## src/rtl/pc_fetch_unit.sv

```systemverilog
// Program counter and single-outstanding instruction fetch sequencer with a
// one-entry valid/ready output buffer towards decode.
module pc_fetch_unit #(
    parameter int unsigned       ADDR_W   = 16,
    parameter int unsigned       INST_W   = 16,
    parameter logic [ADDR_W-1:0] RESET_PC = '0,
    parameter logic [ADDR_W-1:0] PC_STEP  = ADDR_W'(1)
) (
    input  logic              clk_i,
    input  logic              rst_n_i,
    input  logic              pcNewFlag_i,
    input  logic [ADDR_W-1:0] PC_i,
    input  logic              stall_i,
    output logic              imem_req_o,
    output logic [ADDR_W-1:0] imem_addr_o,
    input  logic              imem_ack_i,
    input  logic [INST_W-1:0] imem_data_i,
    output logic              inst_valid_o,
    output logic [INST_W-1:0] inst_o,
    output logic [ADDR_W-1:0] instPc_o,
    input  logic              inst_ready_i
);

    // WAIT keeps the returning data; DRAIN throws away data of a request
    // that was overtaken by a redirect while still in flight.
    typedef enum logic [1:0] {
        S_IDLE  = 2'd0,
        S_WAIT  = 2'd1,
        S_DRAIN = 2'd2
    } state_t;

    state_t            state_q, state_d;
    logic [ADDR_W-1:0] pc_q, pc_d;
    logic              req_d;
    logic [ADDR_W-1:0] addr_d;
    logic              valid_d;
    logic [INST_W-1:0] inst_d;
    logic [ADDR_W-1:0] inst_pc_d;

    always_comb begin
        // NOTE: every signal gets its hold value first so no path leaves it unassigned (no latch).
        state_d   = state_q;
        pc_d      = pc_q;
        req_d     = imem_req_o;
        addr_d    = imem_addr_o;
        valid_d   = inst_valid_o;
        inst_d    = inst_o;
        inst_pc_d = instPc_o;

        case (state_q)
            S_IDLE: begin
                if (pcNewFlag_i) begin
                    pc_d    = PC_i;
                    valid_d = 1'b0;
                end else if (!stall_i && (!inst_valid_o || inst_ready_i)) begin
                    req_d   = 1'b1;
                    addr_d  = pc_q;
                    valid_d = 1'b0;
                    state_d = S_WAIT;
                end else if (inst_valid_o && inst_ready_i) begin
                    valid_d = 1'b0;
                end
            end

            // Buffer is always empty here, so decode readiness is irrelevant.
            S_WAIT: begin
                if (imem_ack_i) begin
                    req_d   = 1'b0;
                    state_d = S_IDLE;
                    if (pcNewFlag_i) begin
                        pc_d = PC_i;
                    end else begin
                        inst_d    = imem_data_i;
                        inst_pc_d = imem_addr_o;
                        valid_d   = 1'b1;
                        pc_d      = imem_addr_o + PC_STEP;
                    end
                end else if (pcNewFlag_i) begin
                    pc_d    = PC_i;
                    state_d = S_DRAIN;
                end
            end

            S_DRAIN: begin
                if (pcNewFlag_i) begin
                    pc_d = PC_i;
                end
                if (imem_ack_i) begin
                    req_d   = 1'b0;
                    state_d = S_IDLE;
                end
            end

            default: begin
                req_d   = 1'b0;
                state_d = S_IDLE;
            end
        endcase
    end

    // NOTE: sequential state uses non-blocking assignments so all registers update together.
    always_ff @(posedge clk_i or negedge rst_n_i) begin
        if (!rst_n_i) begin
            state_q      <= S_IDLE;
            pc_q         <= RESET_PC;
            imem_req_o   <= 1'b0;
            imem_addr_o  <= '0;
            inst_valid_o <= 1'b0;
            inst_o       <= '0;
            instPc_o     <= '0;
        end else begin
            state_q      <= state_d;
            pc_q         <= pc_d;
            imem_req_o   <= req_d;
            imem_addr_o  <= addr_d;
            inst_valid_o <= valid_d;
            inst_o       <= inst_d;
            instPc_o     <= inst_pc_d;
        end
    end

endmodule

```

## config.mk

```make
export PLATFORM = sky130hd
export DESIGN_NAME = pc_fetch_unit
export DESIGN_NICKNAME = d
export VERILOG_FILES = /design/src/rtl/pc_fetch_unit.sv
export SDC_FILE = /design/constraint.sdc
export NUM_CORES = 1
export LEC_CHECK = 0
export BUFFER_PORTS_ARGS = -buffer_cell sky130_fd_sc_hd__buf_2
export CORE_ASPECT_RATIO = 1.25
export CORE_UTILIZATION = 53
export DETAILED_ROUTE_END_ITERATION = 10
export PLACE_DENSITY = 0.81
export SYNTH_ARGS = -nofsm -noshare
export SYNTH_HDL_FRONTEND = slang
export SYNTH_SLANG_ARGS = --single-unit
```

## constraint.sdc

```tcl
create_clock -name clk_i -period 4.2 [get_ports clk_i]
set_clock_uncertainty 0.15 [all_clocks]
set_input_delay 0.42 -clock clk_i [delete_from_list [all_inputs] [get_ports clk_i]]
set_output_delay 0.42 -clock clk_i [all_outputs]
set_load 0.01 [all_outputs]
```

==> reports/qor.yml <==
cts_max_level: 3
initial_core_util_pct: 55.60
port_buffers: 87
cts_sinks: 68
drive_gt1_share_pct: 45.95
syn_area_mm2: 0.003068
critical_path_buf_inv_count: 1
p_per_area_mw_per_mm2: 762.2
gr-total-overflow: 0
cts_root_buffer: "clkbuf_8"
gp_congestion: 0.8742
startpoint_type: "register"
crit_cells: 4
period_minus_slack_ns: 2.377
cts.clk_slew.worst_paths_ns: 0.07
dr.first_iter.drc_count: 202
cts_resized: 0
min_path_type: "input port to async pin"
row_count: 30
routed-via-count: 2228
synth_warnings: 0
dp_slack_ns: 1.807
drc: 0
ir_worst_vdd_uv: 464.2
finalNetCount: 374
crit_family: "simple AND/OR/NAND/NOR gates"
cts_buffers: 9
routed_wirelength_um: 6557
yosysUniqueCellTypes: 38
rsz0062_at_grt: "false"
clkLatencyLatePin_ns: 0.34
cts_tree: "done"
crit_type: "register to register"
status: "complete, no violations"
path_cells: "inv_1 -> ha_1 -> nand3_2 -> mux2_2"
maxCapViolations: 0
grt_usage_pct: 22.96
clock.fmax_ghz: 0.4207
hpwl_um: 4581
worstMarginPinSlew_ns: 0.9781
detail_route.first_pass.iterations: 4
grt_pass1_wl_um: 10520
dieArea_mm2: 0.006099
grt_pass1_vias: 2202
diodes: 0
die_w_um: 70.05
report.final.hold_viol_count: 0
avgSynthCellArea_um2: 12.84
max-slew-margin-rel_pct: 34.79
avgRoutedWirePerCell_um: 16.52
hold_buffers: 0
worstPathMaxFanout: 34
ys_seq_elements: 68
r2r_cells: 4
mostFrequentLayoutCell: "buf_2"
timing.setup.tns_ns: 0
areaGrowthSynthToFinish_pct: 20.92
cp-end-kind: "register"
min_period_over_period_pct: 56.60
max_stage_delay_ns: 0.68
drv_slew: 0
fillers: 424
die_h_um: 87.07
post-route-worst-setup-slack_ns: 1.823
cp_slowest_cell: "nand3_2"
setup_violations: 0
grt_start_max_net_pins: 45
grt_antenna_before_repair: 0
synth-seq-area-share_pct: 55.46
boundaryPins: 88
timing.hold.ws_ns: 0.09361
coreArea_mm2: 0.005518
clk_path_buf_depth: 2
crit_required_ns: 4.27
cp_data_arrival_time_ns: 2.45
syn_nets: 283
layout_common_cells: "87 x buf_2, 68 x dfrtp_1, 47 x mux2_2"
ant_nets: 0
post_cts_buffers: 0
cellLeakagePower_nw: 1.714
syn-instance-count: 239
drt-vias-per-instance: 5.612
-- layer usage --
| layer | global-route usage [%] | share of wire (%) | wire (um) |
|---|---|---|---|
| met2 | 38.02 | 52 | 3425 |
| met3 | 6.019 | 3.8 | 247 |
| met1 | 28.43 | 42 | 2735 |
| met5 | 0 | 0 | 0 |
| met4 | 10.36 | 2.3 | 148 |
-- sequential cells by signal, indices dropped and copies added, names as in the netlist --
name / count
state_q: 2
imem_addr_o: 16
imem_req_o: 1
inst_valid_o: 1
instPc_o: 16
inst_o: 16
pc_q: 16
-- synth_stat cells (all sizes together) --
library cell / n / area (um2)
a211oi: 1 / 7.510
a21boi: 1 / 7.510
a21o: 1 / 7.510
a21oi: 13 / 68.82
a222oi: 3 / 30.03
a22oi: 8 / 60.06
a31oi: 1 / 6.260
and2: 1 / 6.260
and3: 1 / 6.260
buf: 7 / 53.80
clkbuf: 1 / 3.750
clkinv: 1 / 3.750
dfrtp: 68 / 1702
ha: 6 / 75.07
inv: 7 / 26.28
mux2: 47 / 529.3
mux2i: 1 / 10.01
nand2: 6 / 22.52
nand2b: 3 / 18.77
nand3: 6 / 35.03
nand4: 3 / 33.78
nor2: 5 / 26.27
nor2b: 3 / 18.77
nor3: 6 / 41.29
nor4: 4 / 25.02
o21ai: 11 / 55.05
o22ai: 9 / 56.30
or3b: 1 / 8.760
xnor2: 11 / 96.34
xor2: 3 / 26.28
-- worst paths after layout --
| path | startpoint | end | slack (ns) |
|---|---|---|---|
| setup / recovery | state_q[1]$_DFFE_PN0P_ | instPc_o[3]$_DFFE_PN0P_ | 1.82 |
| hold reg to reg | instPc_o[7]$_DFFE_PN0P_ | instPc_o[7]$_DFFE_PN0P_ | 0.33 |
| hold / removal | rst_n_i | instPc_o[5]$_DFFE_PN0P_ | 0.09 |
| min in group clk_i | imem_data_i[9] | inst_o[9]$_DFFE_PN0P_ | 0.16 |
| setup reg to reg | state_q[1]$_DFFE_PN0P_ | instPc_o[3]$_DFFE_PN0P_ | 1.82 |
| max in group asynchronous | rst_n_i | pc_q[7]$_DFFE_PN0P_ | 2.91 |
-- stage by stage --
| stage | util (%) | instance area (um2) | std cells | power (W) |
|---|---|---|---|---|
| 3_3_place_gp | 64.04 | 3533 | 383 | 0.002297 |
| 3_5_place_dp | 64.04 | 3533 | 383 | 0.002358 |
| 6_report | 67.23 | 3710 | 397 | 0.002828 |
| 2_1_floorplan | - | 3068 | 239 | 0.001934 |
| 5_1_grt | 67.23 | 3710 | 397 | 0.003009 |
| 4_1_cts | 67.23 | 3710 | 397 | 0.002850 |
-- report_power, final --
group          leakage (nW)  internal (W)  switching (W)
Sequential            0.815      0.000970       0.000271
Combinational         0.812      0.000554       0.000546
Clock                0.0876      0.000257       0.000230
-- kinds of logic (layout without fill, tap and decap cells) --
group / after synthesis / count (layout) / share of synthesized area [%]
muxes: 48 / 48 / 17.58
adders and majority gates: 6 / 6 / 2.447
AOI/OAI and AO/OA: 48 / 48 / 9.748
xor gates and xnor gates: 14 / 14 / 3.997
buffers and inverters: 16 / 110 / 2.855
and+or+nand+nor: 39 / 39 / 7.912
DFF: 68 / 68 / 55.46
-- worst reg2reg max path, delay by kind of cell, from the launching register on --
family | cells | cell delay (ns)
adder cells (fa/ha/maj) | 1 | 0.32
buffers and inverters | 1 | 0.14
flip-flops | 1 | 0.41
multiplexers | 1 | 0.58
AND/OR/NAND/NOR | 1 | 0.68
-- area by class of cell --
type / instances / area (um2) / area share (%)
Multi-Input combinational cell: 155 / 1279 / 34.47
Sequential cell: 68 / 1702 / 45.87
Clock buffer: 13 / 168.9 / 4.553
Clock inverter: 1 / 7.507 / 0.2024
Timing Repair Buffer: 88 / 442.9 / 11.94
Inverter: 8 / 30.03 / 0.8094
Tap cell: 64 / 80.08 / 2.159
No activity file was read; power rests on OpenSTA's default activity.
